$ cat config.mk
export PLATFORM = sky130hd
export DESIGN_NAME = z80_alu_ctrl
export DESIGN_NICKNAME = d
export VERILOG_FILES = /design/src/rtl/z80_alu_ctrl.sv
export SDC_FILE = /design/constraint.sdc
export NUM_CORES = 1
export LEC_CHECK = 0
export CAP_MARGIN = 0
export CORE_UTILIZATION = 39
export CTS_CLUSTER_DIAMETER = 30
export DETAILED_ROUTE_END_ITERATION = 16
export HOLD_SLACK_MARGIN = 0.12
export PLACE_DENSITY_LB_ADDON = 0.15
export REMOVE_ABC_BUFFERS = 1
export SKIP_CTS_REPAIR_TIMING = 1
export SYNTH_ARGS = -nofsm -noshare
export SYNTH_HDL_FRONTEND = slang
export SYNTH_SLANG_ARGS = --single-unit
$ cat constraint.sdc
create_clock -name clk -period 1.4 [get_ports clk]
set_input_delay 0.28 -clock clk [delete_from_list [all_inputs] [get_ports clk]]
set_output_delay 0.28 -clock clk [all_outputs]
set_load 0.03 [all_outputs]
$ cat src/rtl/z80_alu_ctrl.sv
// z80_alu_ctrl
//   Issue/writeback sequencer in front of z80_alu. The block takes one decoded 8-bit
//   ALU instruction per transaction and drives the ALU's op/operand/flag inputs. It
//   captures the ALU result and builds the GB-style flags {Z,N,H,C} in F[7:4]. The
//   result is handed to register-file writeback, and architectural A and F live here.
//
//   Optional feature macro: Z80_ALU_CTRL_CB_EN
//     defined   : CB-prefixed rotate/shift/swap group (CB 00-3F) is decoded.
//     undefined : every CB-prefixed instruction completes as illegal, and no CB
//                 decode logic is built.
//
//   Handshake rules (both ports, strict valid/ready):
//     A transfer happens on a rising clk edge where valid && ready are both 1.
//     Upstream: in_ready is 1 only in IDLE, and the in_* fields are sampled on that edge.
//     Downstream: once out_valid rises, out_data/out_dest_a/out_illegal hold steady
//     until the out_ready edge. A and F commit only on that edge.
//
//   Timing: accept edge -> EXEC for one cycle (ALU inputs registered) -> WB with
//   out_valid high until the downstream handshake -> IDLE. No accept can happen
//   in the handshake cycle, because in_ready is low throughout WB.
module z80_alu_ctrl #(
    parameter logic [7:0] RESET_A = 8'h00,
    parameter logic [7:0] RESET_F = 8'h00
) (
    input  logic        clk,
    input  logic        reset,
    input  logic        in_valid,
    output logic        in_ready,
    input  logic        in_cb,
    input  logic [7:0]  in_opcode,
    input  logic [7:0]  in_operand,
    output logic [4:0]  alu_op,
    output logic [15:0] alu_a,
    output logic [15:0] alu_b,
    output logic [3:0]  alu_f,
    input  logic [15:0] alu_d,
    input  logic [3:0]  alu_nf,
    output logic        out_valid,
    input  logic        out_ready,
    output logic [7:0]  out_data,
    output logic        out_dest_a,
    output logic        out_illegal,
    output logic [7:0]  reg_a,
    output logic [7:0]  reg_f,
    output logic [1:0]  dbg_state_o
);

    // z80_alu operation codes
    localparam logic [4:0] OP_OR   = 5'h00;
    localparam logic [4:0] OP_AND  = 5'h01;
    localparam logic [4:0] OP_XOR  = 5'h02;
    localparam logic [4:0] OP_CPL  = 5'h03;
    localparam logic [4:0] OP_ADD  = 5'h05;
    localparam logic [4:0] OP_ADC  = 5'h06;
    localparam logic [4:0] OP_SUB  = 5'h07;
    localparam logic [4:0] OP_SBC  = 5'h08;
    localparam logic [4:0] OP_RLC  = 5'h09;
    localparam logic [4:0] OP_RL   = 5'h0a;
    localparam logic [4:0] OP_RRC  = 5'h0b;
    localparam logic [4:0] OP_RR   = 5'h0c;
`ifdef Z80_ALU_CTRL_CB_EN
    localparam logic [4:0] OP_SLA  = 5'h0d;
    localparam logic [4:0] OP_SRA  = 5'h0e;
    localparam logic [4:0] OP_SRL  = 5'h0f;
    localparam logic [4:0] OP_SWAP = 5'h10;
`endif
    localparam logic [4:0] OP_DAA  = 5'h12;

    typedef enum logic [1:0] {
        ST_IDLE = 2'd0,
        ST_EXEC = 2'd1,
        ST_WB   = 2'd2
    } state_t;

    // How the new {Z,N,H,C} is built once the ALU has answered
    typedef enum logic [3:0] {
        FM_NONE,   // flags unchanged (LD A,n and illegal)
        FM_ADD,    // Z,0,h,c
        FM_SUB,    // Z,1,h,c
        FM_AND,    // Z,0,1,0
        FM_LOGIC,  // Z,0,0,0
        FM_ROTA,   // 0,0,0,c
        FM_DAA,    // Z,N,0,C|c
        FM_CPL,    // -,1,1,-
        FM_SCF,    // -,0,0,1
        FM_CCF,    // -,0,0,~C
        FM_SHIFT,  // Z,0,0,c
        FM_SWAP    // Z,0,0,0
    } fmode_t;

    // Where out_data comes from
    typedef enum logic [1:0] {
        RS_ALU,
        RS_A,
        RS_OPND
    } rsrc_t;

    state_t      state_q, state_d;
    logic [7:0]  a_q;
    logic [3:0]  f_q;
    logic [4:0]  alu_op_q;
    logic [7:0]  alu_a_q;
    logic [7:0]  alu_b_q;
    fmode_t      fm_q;
    rsrc_t       rs_q;
    logic        dest_q;
    logic        ill_q;
    logic [7:0]  opnd_q;
    logic [7:0]  out_data_q;
    logic        out_dest_q;
    logic        out_ill_q;
    logic [3:0]  f_new_q;

    logic        accept;
    logic        exec_done;
    logic        commit;

    logic [4:0]  dec_op;
    logic        dec_a_is_opnd;
    fmode_t      dec_fm;
    rsrc_t       dec_rs;
    logic        dec_dest_a;
    logic        dec_illegal;

    logic [7:0]  result_d;
    logic [3:0]  f_new_d;

    // ALU result high byte and the ALU's own Z/N guesses are not needed: Z is
    // recomputed from the result byte, and N is fixed by the instruction class.
    logic        unused_alu_bits;
    assign unused_alu_bits = ^{alu_d[15:8], alu_nf[3], alu_nf[2]};

    // FSM state register
    always_ff @(posedge clk) begin
        if (reset) begin
            state_q <= ST_IDLE;
        end else begin
            state_q <= state_d;
        end
    end

    // FSM next state and handshake strobes
    always_comb begin
        state_d   = state_q;
        in_ready  = 1'b0;
        out_valid = 1'b0;
        accept    = 1'b0;
        exec_done = 1'b0;
        commit    = 1'b0;
        case (state_q)
            ST_IDLE: begin
                in_ready = 1'b1;
                if (in_valid) begin
                    accept  = 1'b1;
                    state_d = ST_EXEC;
                end
            end
            ST_EXEC: begin
                exec_done = 1'b1;
                state_d   = ST_WB;
            end
            ST_WB: begin
                out_valid = 1'b1;
                if (out_ready) begin
                    commit  = 1'b1;
                    state_d = ST_IDLE;
                end
            end
            default: state_d = ST_IDLE;
        endcase
    end

    // Instruction decode of the offered opcode (used only on the accept edge)
    always_comb begin
        dec_op        = OP_OR;
        dec_a_is_opnd = 1'b0;
        dec_fm        = FM_NONE;
        dec_rs        = RS_A;
        dec_dest_a    = 1'b0;
        dec_illegal   = 1'b1;
        if (!in_cb) begin
            if ((in_opcode[7:6] == 2'b10) ||
                ((in_opcode[7:6] == 2'b11) && (in_opcode[2:0] == 3'b110))) begin
                // Register and immediate forms share the [5:3] operation field
                dec_illegal = 1'b0;
                dec_rs      = RS_ALU;
                dec_dest_a  = 1'b1;
                case (in_opcode[5:3])
                    3'd0: begin dec_op = OP_ADD; dec_fm = FM_ADD;   end
                    3'd1: begin dec_op = OP_ADC; dec_fm = FM_ADD;   end
                    3'd2: begin dec_op = OP_SUB; dec_fm = FM_SUB;   end
                    3'd3: begin dec_op = OP_SBC; dec_fm = FM_SUB;   end
                    3'd4: begin dec_op = OP_AND; dec_fm = FM_AND;   end
                    3'd5: begin dec_op = OP_XOR; dec_fm = FM_LOGIC; end
                    3'd6: begin dec_op = OP_OR;  dec_fm = FM_LOGIC; end
                    default: begin
                        // CP: subtract for flags only, A is left alone
                        dec_op     = OP_SUB;
                        dec_fm     = FM_SUB;
                        dec_dest_a = 1'b0;
                    end
                endcase
            end else begin
                case (in_opcode)
                    8'h07: begin dec_op = OP_RLC; dec_fm = FM_ROTA; dec_rs = RS_ALU; dec_dest_a = 1'b1; dec_illegal = 1'b0; end
                    8'h17: begin dec_op = OP_RL;  dec_fm = FM_ROTA; dec_rs = RS_ALU; dec_dest_a = 1'b1; dec_illegal = 1'b0; end
                    8'h0F: begin dec_op = OP_RRC; dec_fm = FM_ROTA; dec_rs = RS_ALU; dec_dest_a = 1'b1; dec_illegal = 1'b0; end
                    8'h1F: begin dec_op = OP_RR;  dec_fm = FM_ROTA; dec_rs = RS_ALU; dec_dest_a = 1'b1; dec_illegal = 1'b0; end
                    8'h27: begin dec_op = OP_DAA; dec_fm = FM_DAA;  dec_rs = RS_ALU; dec_dest_a = 1'b1; dec_illegal = 1'b0; end
                    8'h2F: begin dec_op = OP_CPL; dec_fm = FM_CPL;  dec_rs = RS_ALU; dec_dest_a = 1'b1; dec_illegal = 1'b0; end
                    // SCF/CCF only touch flags; A is written back with itself
                    8'h37: begin dec_fm = FM_SCF; dec_rs = RS_A; dec_dest_a = 1'b1; dec_illegal = 1'b0; end
                    8'h3F: begin dec_fm = FM_CCF; dec_rs = RS_A; dec_dest_a = 1'b1; dec_illegal = 1'b0; end
                    8'h3E: begin dec_fm = FM_NONE; dec_rs = RS_OPND; dec_dest_a = 1'b1; dec_illegal = 1'b0; end
                    default: ;
                endcase
            end
        end
`ifdef Z80_ALU_CTRL_CB_EN
        else if (in_opcode[7:6] == 2'b00) begin
            // CB rotate/shift/swap group works on the source register value
            dec_illegal   = 1'b0;
            dec_a_is_opnd = 1'b1;
            dec_rs        = RS_ALU;
            dec_fm        = FM_SHIFT;
            dec_dest_a    = (in_opcode[2:0] == 3'd7);
            case (in_opcode[5:3])
                3'd0: dec_op = OP_RLC;
                3'd1: dec_op = OP_RRC;
                3'd2: dec_op = OP_RL;
                3'd3: dec_op = OP_RR;
                3'd4: dec_op = OP_SLA;
                3'd5: dec_op = OP_SRA;
                3'd6: begin dec_op = OP_SWAP; dec_fm = FM_SWAP; end
                default: dec_op = OP_SRL;
            endcase
        end
`endif
    end

    // Result byte and flag formation from the ALU response during EXEC
    always_comb begin
        result_d = a_q;
        case (rs_q)
            RS_ALU:  result_d = alu_d[7:0];
            RS_OPND: result_d = opnd_q;
            default: result_d = a_q;
        endcase
        f_new_d = f_q;
        case (fm_q)
            FM_ADD:   f_new_d = {(result_d == 8'h00), 1'b0, alu_nf[1], alu_nf[0]};
            FM_SUB:   f_new_d = {(result_d == 8'h00), 1'b1, alu_nf[1], alu_nf[0]};
            FM_AND:   f_new_d = {(result_d == 8'h00), 1'b0, 1'b1, 1'b0};
            FM_LOGIC: f_new_d = {(result_d == 8'h00), 1'b0, 1'b0, 1'b0};
            FM_ROTA:  f_new_d = {1'b0, 1'b0, 1'b0, alu_nf[0]};
            FM_DAA:   f_new_d = {(result_d == 8'h00), f_q[2], 1'b0, f_q[0] | alu_nf[0]};
            FM_CPL:   f_new_d = {f_q[3], 1'b1, 1'b1, f_q[0]};
            FM_SCF:   f_new_d = {f_q[3], 1'b0, 1'b0, 1'b1};
            FM_CCF:   f_new_d = {f_q[3], 1'b0, 1'b0, ~f_q[0]};
            FM_SHIFT: f_new_d = {(result_d == 8'h00), 1'b0, 1'b0, alu_nf[0]};
            FM_SWAP:  f_new_d = {(result_d == 8'h00), 1'b0, 1'b0, 1'b0};
            default:  f_new_d = f_q;
        endcase
    end

    // Datapath: latch on accept, capture at end of EXEC, commit A/F on handshake
    always_ff @(posedge clk) begin
        if (reset) begin
            a_q        <= RESET_A;
            f_q        <= RESET_F[7:4];
            alu_op_q   <= OP_OR;
            alu_a_q    <= 8'h00;
            alu_b_q    <= 8'h00;
            fm_q       <= FM_NONE;
            rs_q       <= RS_A;
            dest_q     <= 1'b0;
            ill_q      <= 1'b0;
            opnd_q     <= 8'h00;
            out_data_q <= 8'h00;
            out_dest_q <= 1'b0;
            out_ill_q  <= 1'b0;
            f_new_q    <= RESET_F[7:4];
        end else begin
            if (accept) begin
                alu_op_q <= dec_op;
                alu_a_q  <= dec_a_is_opnd ? in_operand : a_q;
                alu_b_q  <= in_operand;
                fm_q     <= dec_fm;
                rs_q     <= dec_rs;
                dest_q   <= dec_dest_a;
                ill_q    <= dec_illegal;
                opnd_q   <= in_operand;
            end
            if (exec_done) begin
                out_data_q <= result_d;
                f_new_q    <= f_new_d;
                out_dest_q <= dest_q;
                out_ill_q  <= ill_q;
            end
            if (commit) begin
                if (out_dest_q && !out_ill_q) begin
                    a_q <= out_data_q;
                end
                f_q <= f_new_q;
            end
        end
    end

    assign alu_op      = alu_op_q;
    assign alu_a       = {8'h00, alu_a_q};
    assign alu_b       = {8'h00, alu_b_q};
    assign alu_f       = f_q;
    assign out_data    = out_data_q;
    assign out_dest_a  = out_dest_q;
    assign out_illegal = out_ill_q;
    assign reg_a       = a_q;
    assign reg_f       = {f_q, 4'h0};
    assign dbg_state_o = state_q;

endmodule

==> flow_metrics.tcl <==
set metrics [dict create \
    cts.clk_slew.worst_paths_ps 70 \
    core_mm2 0.006907 \
    cts_tree "yes" \
    min_path_type "input port to register" \
    diodes 0 \
    gp_congestion 0.7804 \
    rsz0062_at_grt "true" \
    fin_crit_sh_pct 104.5 \
    grt_max_degree 21 \
    cp-start-kind "register" \
    r2r_end "f_new_q[3]" \
    syn-cell-area_mm2 0.002838 \
    antenna_found_initial 0 \
    ff2ff_path_depth 6 \
    n_fill_cell 600 \
    ir_worst_vdd_v 0.0004789 \
    final_cell_mix "65 x buf_4, 62 x nand2_1, 53 x dfxtp_1" \
    grt_pass1_wl_um 12390 \
    setup_violations 4 \
    whs_endpoint "alu_op[1]" \
    grt_pass1_vias 2643 \
    firstDrtPassIters 4 \
    fin_crit_ps 1463 \
    yosysSeqAreaShare_pct 40.21 \
    drv_slew 0 \
    r2r_slack_ps -50 \
    multi_input_area_mm2 0.001574 \
    synth_edf_count 0 \
    post-route-util_pct 65.98 \
    nets 532 \
    boundaryPins 112 \
    ys_warn_count 0 \
    violations "negative setup slack" \
    die_w_um 87.30 \
    layout_commonest_cell "buf_4" \
    synth_cell_types 48 \
    worstHoldStart "reset" \
    p_leak_uw 0.002566 \
    cts_root_buffer "clkbuf_8" \
    htree_levels 3 \
    synthArstFlopShare_pct 0 \
    wl_per_cell_um 13.80 \
    cts_buffers 9 \
    holdPathStages 4 \
    timing.critical_path.to_type "output pin" \
    totalWireLength_um 8168 \
    fmax_ghz 0.6836 \
    drive_gt1_share_pct 25.20 \
    path_class "register to output pin" \
    hold_slack_ps 357.4 \
    postLayoutSetupSlackWorst_ps -62.95 \
    required_ps 1120 \
    status "complete, but fails checks" \
    finalHoldViolations 0 \
    route.vias.total 2898 \
    clock_path_buffers 2 \
    finClkSkew_ps 8.060 \
    path_max_fanout 5 \
    synth-main-ff-cell "dfxtp_1" \
    maxCapViolCount 0 \
    ys_ff_latch 57 \
    ant_nets 0 \
    clk_latency_ps 330 \
    die_area_mm2 0.007621 \
    fp.dieH_um 87.30 \
    timing.rr.start "rs_q[1]" \
    dp_hpwl_um 5602 \
    drtIter0Drc 138 \
    post_drt_via_cell_ratio 4.895 \
    syn2layout_area_growth_pct 60.58 \
    drc 0 \
    initial_core_util_pct 41.09 \
    syn_area_per_cell_um2 7.883 \
    synthCells 360 \
    worstPathArrival_ps 1180 \
    rows 30 \
    port_buffers 81 \
    grtUsageTotal_pct 20.97 \
    p_per_area_mw_per_mm2 861.7 \
    register_area_mm2 0.001151 \
    overflow 0 \
    clock_sinks 57 \
]
==> how the worst max path moves through the flow <==
stage,start,endpoint,slack (ps),depth (start not counted)
6_report,dbg_state_o[0],in_ready,-60,4
5_1_grt,rs_q[1],f_new_q[3],-180,6
4_1_cts,in_opcode[1],fm_q[2],-330,6
3_5_place_dp,in_opcode[1],fm_q[2],-670,6
3_3_place_gp,in_opcode[2],fm_q[2],-610,6
2_1_floorplan,dbg_state_o[1],reg_a[3],-1130,5
==> worst max-delay path, cell delays in order (launching register included) <==
cell	delay, ps
dfxtp_4	380
buf_6	120
nor2_4	130
buf_6	110
buf_6	110
==> routing by layer <==
layer	up-vias	wire, um	part of all wire (%)	GRT usage [%]
met5	-	0	0	0
met4	0	123	1.5	8.495
met3	12	358	4.4	3.886
met2	87	4035	49	34.30
met1	1342	3650	45	27.14
li1	1457	-	-	-
==> power breakdown <==
part	total, uW	switching (uW)	internal [uW]
combinational	715	394	321
clock	1530	662	864
sequential	1690	31.0	1660
==> metrics by stage <==
step / total power, uW / setup WS, ps / area (um^2) / TNS (ps) / cells
3_5_place_dp: 2372 / -670.5 / 4013 / -13610 / 569
6_report: 3927 / -62.95 / 4557 / -123.3 / 592
4_1_cts: 3896 / -333.8 / 4209 / -14780 / 585
3_3_place_gp: 2366 / -606.5 / 4013 / -12850 / 569
2_1_floorplan: 2013 / -1125 / 2616 / -20620 / 329
5_1_grt: 4087 / -178.5 / 4557 / -1151 / 592
==> state kept, by name (all words and copies together) (netlist names) <==
name,flops
out_illegal,1
dbg_state_o,2
alu_a_q,8
f_new_q,4
ill_q,1
opnd_q,8
rs_q,2
dest_q,1
out_data,8
alu_op,5
reg_a,8
fm_q,4
out_dest_a,1
alu_f,4
==> cells by family (layout without fill, tap and decap cells) <==
group / count (synthesis) / after routing / share of synthesized area [%]
buf+inv: 55 / 172 / 10.98
fa+ha+maj: 1 / 1 / 0.3527
other cells: 1 / 20 / 0.1321
mux: 21 / 21 / 7.584
compound gates: 87 / 87 / 18.12
xor+xnor: 4 / 4 / 1.234
simple gates: 134 / 134 / 21.39
flops: 57 / 57 / 40.21
==> layout make-up <==
cell class	count	area share [%]
Clock buffer	11	3.103
Clock inverter	5	1.208
Inverter	5	0.4119
Multi-Input combinational cell	267	34.54
Sequential cell	57	25.26
Tap cell	96	2.636
Timing Repair Buffer	151	32.84
==> synthesized netlist by cell type (all sizes together), types with 2 or more instances <==
cell	n	area share, %
xnor2	4	1.2
nor4	2	0.44
clkbuf	16	2.2
a22oi	4	1.1
a21oi	46	8.1
a221oi	2	0.84
nor2b	3	0.66
nor2	34	4.6
nand2	65	8.7
mux2i	17	6.0
a31oi	3	0.66
nor3b	2	0.88
dfxtp	57	40
nand2b	5	1.1
a211oi	4	1.1
buf	34	8.2
mux2	4	1.6
a32o	2	0.71
o22ai	2	0.44
nand3	6	1.1
inv	5	0.66
nand4	3	0.66
o21ai	16	2.8
a222oi	2	0.71
nor3	6	1.1
Power figures use the tool's default switching activity.
